`src/rtl/config_chain_loader.sv`:
```
// Serialises configuration words LSB-first onto a tile's shift_in/cen/cset chain.
// Define CONFIG_LOADER_READBACK_EN to capture the chain's previous contents from cfg_return.
module config_chain_loader #(
  parameter int WORD_W    = 16,
  parameter int CHAIN_LEN = 4096,
  parameter int CNT_W     = $clog2(CHAIN_LEN + 1)
) (
  input  logic              clk,
  input  logic              rst,
  input  logic              start,
  input  logic [WORD_W-1:0] in_data,
  input  logic              in_valid,
  output logic              in_ready,
  output logic              cfg_shift,
  output logic              cfg_cen,
  output logic              cfg_cset,
  output logic              busy,
  output logic              done
`ifdef CONFIG_LOADER_READBACK_EN
  ,
  output logic [WORD_W-1:0] rb_data,
  output logic              rb_valid,
  input  logic              cfg_return
`endif
);

  localparam int WB_W = $clog2(WORD_W + 1);

  typedef enum logic [2:0] {IDLE, LOAD, SHIFT, SET, DONE} state_t;

  state_t            state_q, state_d;
  logic [WORD_W-1:0] sr_q, sr_d;
  logic [CNT_W-1:0]  bit_cnt_q, bit_cnt_d;
  logic [WB_W-1:0]   word_bits_q, word_bits_d;
  logic              shift_q, shift_d;
  logic              in_ready_q, cen_q, cset_q, busy_q, done_q;

  // bit_cnt_q/word_bits_q count bits already placed on cfg_shift, including the one currently shown.
  always_comb begin
    state_d     = state_q;
    sr_d        = sr_q;
    bit_cnt_d   = bit_cnt_q;
    word_bits_d = word_bits_q;
    shift_d     = 1'b0;
    case (state_q)
      IDLE: begin
        if (start) begin
          state_d     = LOAD;
          bit_cnt_d   = '0;
          word_bits_d = '0;
        end
      end
      LOAD: begin
        if (in_valid && in_ready_q) begin
          state_d     = SHIFT;
          shift_d     = in_data[0];
          sr_d        = in_data >> 1;
          bit_cnt_d   = bit_cnt_q + CNT_W'(1);
          word_bits_d = WB_W'(1);
        end
      end
      SHIFT: begin
        if (bit_cnt_q == CNT_W'(CHAIN_LEN)) begin
          state_d = SET;
        end else if (word_bits_q == WB_W'(WORD_W)) begin
          state_d = LOAD;
        end else begin
          shift_d     = sr_q[0];
          sr_d        = sr_q >> 1;
          bit_cnt_d   = bit_cnt_q + CNT_W'(1);
          word_bits_d = word_bits_q + WB_W'(1);
        end
      end
      SET:     state_d = DONE;
      DONE:    state_d = IDLE;
      default: state_d = IDLE;
    endcase
  end

  // Every output is a registered decode of the next state, so it lines up with state_q.
  always_ff @(posedge clk) begin
    if (!rst) begin
      state_q     <= IDLE;
      sr_q        <= '0;
      bit_cnt_q   <= '0;
      word_bits_q <= '0;
      shift_q     <= 1'b0;
      in_ready_q  <= 1'b0;
      cen_q       <= 1'b0;
      cset_q      <= 1'b0;
      busy_q      <= 1'b0;
      done_q      <= 1'b0;
    end else begin
      state_q     <= state_d;
      sr_q        <= sr_d;
      bit_cnt_q   <= bit_cnt_d;
      word_bits_q <= word_bits_d;
      shift_q     <= shift_d;
      in_ready_q  <= (state_d == LOAD);
      cen_q       <= (state_d == SHIFT);
      cset_q      <= (state_d == SET);
      busy_q      <= (state_d == LOAD) || (state_d == SHIFT) || (state_d == SET);
      done_q      <= (state_d == DONE);
    end
  end

  assign in_ready  = in_ready_q;
  assign cfg_shift = shift_q;
  assign cfg_cen   = cen_q;
  assign cfg_cset  = cset_q;
  assign busy      = busy_q;
  assign done      = done_q;

`ifdef CONFIG_LOADER_READBACK_EN
  localparam int REM       = CHAIN_LEN % WORD_W;
  localparam int LAST_BITS = (REM == 0) ? WORD_W : REM;

  logic [WORD_W-1:0] rb_sr_q, rb_sr_d, rb_data_q, rb_data_d, rb_cap;
  logic              rb_valid_q, rb_valid_d;

  // Returned bits enter at the MSB; a short last word is shifted down so it lands right-aligned.
  always_comb begin
    rb_cap     = {cfg_return, rb_sr_q[WORD_W-1:1]};
    rb_sr_d    = rb_sr_q;
    rb_data_d  = rb_data_q;
    rb_valid_d = 1'b0;
    if (cen_q) begin
      rb_sr_d = rb_cap;
      if (bit_cnt_q == CNT_W'(CHAIN_LEN)) begin
        rb_valid_d = 1'b1;
        rb_data_d  = rb_cap >> (WORD_W - LAST_BITS);
        rb_sr_d    = '0;
      end else if (word_bits_q == WB_W'(WORD_W)) begin
        rb_valid_d = 1'b1;
        rb_data_d  = rb_cap;
        rb_sr_d    = '0;
      end
    end
  end

  always_ff @(posedge clk) begin
    if (!rst) begin
      rb_sr_q    <= '0;
      rb_data_q  <= '0;
      rb_valid_q <= 1'b0;
    end else begin
      rb_sr_q    <= rb_sr_d;
      rb_data_q  <= rb_data_d;
      rb_valid_q <= rb_valid_d;
    end
  end

  assign rb_data  = rb_data_q;
  assign rb_valid = rb_valid_q;
`endif

endmodule
```
`config.mk`:
```
export PLATFORM = sky130hd
export DESIGN_NAME = config_chain_loader
export DESIGN_NICKNAME = d
export VERILOG_FILES = /design/src/rtl/config_chain_loader.sv
export SDC_FILE = /design/constraint.sdc
export NUM_CORES = 1
export LEC_CHECK = 0
export CORE_MARGIN = 3
export CORE_UTILIZATION = 54
export CTS_CLUSTER_DIAMETER = 80
export DETAILED_ROUTE_END_ITERATION = 7
export HOLD_SLACK_MARGIN = 0.1
export PLACE_DENSITY_LB_ADDON = 0.3
export SLEW_MARGIN = 20
export SYNTH_ARGS = -nofsm -noshare
export SYNTH_HDL_FRONTEND = slang
export SYNTH_SLANG_ARGS = --single-unit
```
`constraint.sdc`:
```
create_clock -name clk -period 2.7 [get_ports clk]
set_input_delay 0.675 -clock clk [delete_from_list [all_inputs] [get_ports clk]]
set_output_delay 0.675 -clock clk [all_outputs]
set_load 0.02 [all_outputs]
```
==> results.toml, run 1 <==
[status]
status = "finished, final reports clean"

[cells_and_area]
regArea_um2 = 841
area_delta_synth_final_pct = 20.0
finalNonFillerCells = 298
num-nets-final = 276
multi_input_area_um2 = 1090
stdcell_area_um2 = 2460
num-fill-cells = 262
num_antenna_cells = 0
drive_gt1_frac = 0.0992

[yosys]
avgSynthCellArea_um2 = 9.15
synth_area_leader_cell = "dfxtp_1"
yosysMostFrequentCell = "dfxtp_1"
synthArstFlopShare = 0
synth_area_um2 = 2050
yosys_warnings = 0
synth_area_leaders = "dfxtp_1, mux2i_1, a311oi_1"
synth_fp_nets = 248
seq_area_frac_synth = 0.410
synth.distinct_cells = 45
syn_inst = 224
netlist.area_leader.share = 0.410
synth_edf_count = 0
synth-main-ff-cell = "dfxtp_1"
ys_seq_elements = 42
synth.top_cells.by_count = "dfxtp_1, a21oi_1, nand2_1"

[clock_tree]
clock_latency_ns = 0.29
cts_inserted_buffers = 5
cts-root-buf = "clkbuf_8"
postCtsSetupBuffers = 0
clock-sinks = 42
cts.repair.resized = 0
clock_path_buffers = 2
htreeDepth = 2
cts_tree = "done"
cts_hold_buf = 0
clk_pin_slew_ns = 0.08

[pwr]
ir_drop_mv = 0.355
p_leak_nw = 0.939
power_density_nw_per_um2 = 489
p_total_mw = 1.20

[setup_path]
crit_required_ns = 2.88
cp.arrival_ns = 2.52
worstSetupEndpointType = "flip-flop"
startpoint_type = "primary input"
path_class = "in2reg"
critical_path.max_fanout = 28

[hold_path]
hold_path.class = "reg2reg"

[timing]
rsz0062_at_grt = "no"
final.setup.tns_ns = 0
final-hold-violation-count = 0
max_freq_mhz = 427
setup_violations = 0
min_period_ns = 2.34
skew_ns = 0.00743
setup_ws_ns = 0.356
tightest_slew_ns = 0.499
relSlewSlack = 0.664
fin_crit_sh = 0.868
drv_slew = 0

[drt]
first_pass_iters = 4
drc = 0
vias_per_cell = 6.21
via_count = 1852
totalWireLength_um = 4480
antenna_left = 0
drt_first_iter_violations = 155
wl_per_cell_um = 15.0

[place]
port_buffers = 25
place_inst = 291
postPlaceCellArea_um2 = 2380
routabilityCongestion = 0.832
place_ws_ns = 0.0950
hpwlAfterDp_um = 3210

[die]
io-pin-count = 26
core_area_um2 = 3490
die_h_um = 67.6
dieArea_um2 = 4570
die_w_um = 67.6
rows = 21
initial_utilization = 0.586

[global_routing]
antenna_found_initial = 0
grt.overflow.total = 0
grt_use_total = 0.220
grt_pass1_vias = 1609
grt_pass1_wl_um = 7620
grt_max_degree = 29

[run]
maxCapViolCount = 0
==> logic make-up (layout without fill, tap and decap cells) <==
group / Yosys count / in the layout / share of synthesized area
fa+ha+maj: 4 / 4 / 0.0244
simple gates: 82 / 82 / 0.234
mux: 15 / 15 / 0.0733
compound gates: 57 / 57 / 0.193
buf+inv: 22 / 50 / 0.0562
xor+xnor: 2 / 2 / 0.00855
flops: 42 / 42 / 0.410
==> worst max-delay path: stages <==
cell,delay [ns]
clkdlybuf4s50_1,0.49
or4b_2,0.63
and3_1,0.30
buf_12,0.20
a21oi_1,0.15
a311oi_1,0.07
==> cells in the final DEF (no fill, tap or decap), drive strengths merged, types with 4 or more instances in the layout <==
master and n:
clkdlybuf4s50 25, nor3 4, or4 9, a21oi 23, and2 4, mux2i 15
nor4 4, nand4 4, dfxtp 42, nor2 12, inv 5, ha 4
nand2 16, buf 12, and3 4, o31ai 5, a311oi 14, nand3 10
clkbuf 5
==> path summary, 6_finish.rpt <==
check	slack, ns	cells after the start	endpoint	from
max	0.36	6	sr_q[7]	start
min	0.47	2	sr_q[14]	sr_q[14]
max reg2reg	0.55	8	sr_q[13]	bit_cnt_q[0]
min reg2reg	0.47	2	sr_q[14]	sr_q[14]
==> registers in the layout (all words and copies together) (netlist names) <==
name,flops
cfg_cset,1
in_ready,1
cfg_shift,1
state_q,3
bit_cnt_q,13
busy,1
sr_q,15
word_bits_q,5
cfg_cen,1
done,1
==> layout make-up <==
class                      count  area share
sequential                    42       0.342
tap                           46      0.0234
timing repair buffer          37       0.149
clock buffer                   5      0.0280
inverter                       6     0.00916
clock inverter                 2     0.00407
multi-input combinational    160       0.445
==> metal layers <==
metal | track usage | vias up | routed length (um)
met5 | 0 | - | 0
met4 | 0.0608 | 0 | 51
met3 | 0.0549 | 6 | 259
met2 | 0.349 | 61 | 2130
met1 | 0.296 | 874 | 2030
li1 | - | 911 | -
==> metrics by stage <==
stage | hold WS (ns) | util
floorplan | 0.437 | -
global placement | 0.452 | 0.681
detailed placement | 0.459 | 0.681
CTS | 0.470 | 0.704
global route | 0.499 | 0.704
finish | 0.470 | 0.704
==> report_power, final <==
part,internal (mW),switching [mW]
Sequential,0.632,0.0108
Combinational,0.0865,0.0945
Clock,0.173,0.205
Power figures use the tool's default switching activity.
==> inputs of run 2 (changes only) <==
- ABC_AREA: unset -> 1
- CORE_ASPECT_RATIO: unset -> 0.6
- CORE_UTILIZATION: 54 -> 56
- GPL_ROUTABILITY_DRIVEN: unset -> 1
==> results.toml, run 2 <==
[yosys]
synthAdderAreaFrac = 0.0214
yosys_warnings = 0
muxShareOfSynthArea = 0
synth_compound_area_frac = 0.0803
yosysMostFrequentCell = "nand2_1"
synth_edf_count = 0
synth.top_cells.by_count = "nand2_1, nor2_1, dfxtp_1"
synth-main-ff-cell = "dfxtp_1"
netlist.area_leader.share = 0.360
synth.distinct_cells = 26
avgSynthCellArea_um2 = 6.48
synthArstFlopShare = 0
seq_area_frac_synth = 0.360
synth_area_leader_cell = "dfxtp_1"
synth_area_leaders = "dfxtp_1, nand2_1, nor2_1"
ys_seq_elements = 42
synthXorXnorAreaFrac = 0.0375
synthSimpleGateAreaFrac = 0.399
syn_inst = 361
synth_fp_nets = 385
synth_top_family_by_area = "simple AND/OR/NAND/NOR gates"
synth_area_um2 = 2340

[cells_and_area]
num-nets-final = 406
regArea_um2 = 841
multi_input_area_um2 = 1260
regMostFlops = "sr_q"
drive_gt1_frac = 0.0574
area_delta_synth_final_pct = 14.2
final_common_cell = "nand2_1"
largest_reg_flops = 15
num-fill-cells = 325
layout_common_cells = "nand2_1, nor2_1, dfxtp_1, inv_1, clkdlybuf4s50_1"
num_antenna_cells = 0
largest_registers = "sr_q: 15 flops, bit_cnt_q: 13 flops, word_bits_q: 5 flops"

[setup_path]
cp.arrival_ns = 2.33
crit_end = "word_bits_q[1]"
startpoint_type = "flip-flop"
r2r-end = "word_bits_q[1]"
cp-startpoint = "word_bits_q[0]"
critical_path.max_fanout = 22
crit_required_ns = 2.89
worstSetupEndpointType = "flip-flop"
r2r_slack_ns = 0.56
path_class = "reg2reg"
r2r_start = "word_bits_q[0]"
r2r_cells = 10

[clock_tree]
cts_hold_buf = 0
cts.repair.resized = 0
clk_pin_slew_ns = 0.08
htreeDepth = 2
clock_path_buffers = 2
postCtsSetupBuffers = 0
clock_latency_ns = 0.30
cts_tree = "done"
cts_inserted_buffers = 5
cts-root-buf = "clkbuf_8"
clock-sinks = 42

[global_routing]
grt_pass1_wl_um = 8450
grt.overflow.total = 0
grt_use_total = 0.214
grt_pass1_vias = 1860
antenna_found_initial = 0
grt_max_degree = 35

[timing]
setup_violations = 0
min_period_ns = 2.14
rsz0062_at_grt = "no"
final-hold-violation-count = 0
skew_ns = 0.00677
tightest_slew_ns = 0.729
max_freq_mhz = 468
drv_slew = 0
fin_crit_sh = 0.791
final.setup.tns_ns = 0
relSlewSlack = 0.514

[status]
status = "finished, final reports clean"

[drt]
via_count = 2225
drt_first_iter_violations = 251
wl_per_cell_um = 11.9
vias_per_cell = 5.17
antenna_left = 0
drc = 0
totalWireLength_um = 5100
first_pass_iters = 7

[pwr]
ir_drop_mv = 0.279
power_density_nw_per_um2 = 504
p_total_mw = 1.34
p_leak_nw = 1.22

[die]
rows = 17
core_area_um2 = 3830
dieArea_um2 = 5010
initial_utilization = 0.611
io-pin-count = 26
die_h_um = 56.1
die_w_um = 89.4

[hold_path]
hold_path.class = "reg2reg"
holdCritStartpoint = "bit_cnt_q[12]"

[place]
routabilityCongestion = 0.878
hpwlAfterDp_um = 3620
port_buffers = 25

[run]
maxCapViolCount = 0
## run 2: final cells by class
cell class | instances | share of cell area
multi-input cells | 264 | 0.471
inverters | 43 | 0.0614
repair buffers | 26 | 0.0965
clock buffers | 7 | 0.0323
clock inverters | 1 | 0.00187
flip-flops and latches | 42 | 0.315
well taps | 47 | 0.0220
## run 2: worst min path at each step
stage | to | cells after the start
floorplan | bit_cnt_q[12] | 2
global placement | cfg_shift | 2
detailed placement | bit_cnt_q[12] | 2
CTS | bit_cnt_q[12] | 2
global route | bit_cnt_q[12] | 2
finish | bit_cnt_q[12] | 2
## run 2: metrics by stage
stage                     utilization  area [um^2]  cells  hold WS (ns)  setup WS [ns]
after floorplan                     -         2340    361         0.456           1.13
after global routing            0.697         2670    430         0.503          0.343
after CTS                       0.697         2670    430         0.487          0.571
after detailed placement        0.674         2580    422         0.476          0.299
after global placement          0.674         2580    422         0.478          0.400
final                           0.697         2670    430         0.485          0.564
## run 2: logic make-up (layout without fill, tap and decap cells)
family                   count (synthesis)  in the layout
buffers and inverters                   55             77
XOR/XNOR                                10             10
flip-flops                              42             42
adder cells (fa/ha/maj)                  4              4
AND/OR/NAND/NOR                        213            213
AO/OA/AOI/OAI                           37             37
## run 2: critical path, cell delays in order, from the launching register on
cell	delay (ns)
dfxtp_1	0.44
inv_1	0.08
ha_1	0.20
nand2_1	0.06
inv_1	0.04
nand2_1	0.17
nor2_4	0.09
nor2_4	0.16
nand3_2	0.38
o21ai_0	0.33
nor2_1	0.07
## run 2: power by group
group	switching, mW	internal [mW]	leakage (nW)
clock network	0.217	0.207	0.0482
logic	0.157	0.0915	0.827
registers	0.0176	0.656	0.342
total	0.391	0.954	1.22
## run 2: per-layer routing
| metal | routed length (um) | vias up | GRT usage |
|---|---|---|---|
| met3 | 388 | 4 | 0.0488 |
| met4 | 44 | 0 | 0.0616 |
| met1 | 2470 | 986 | 0.313 |
| met2 | 2200 | 79 | 0.308 |
| li1 | - | 1156 | - |
| met5 | 0 | - | 0 |
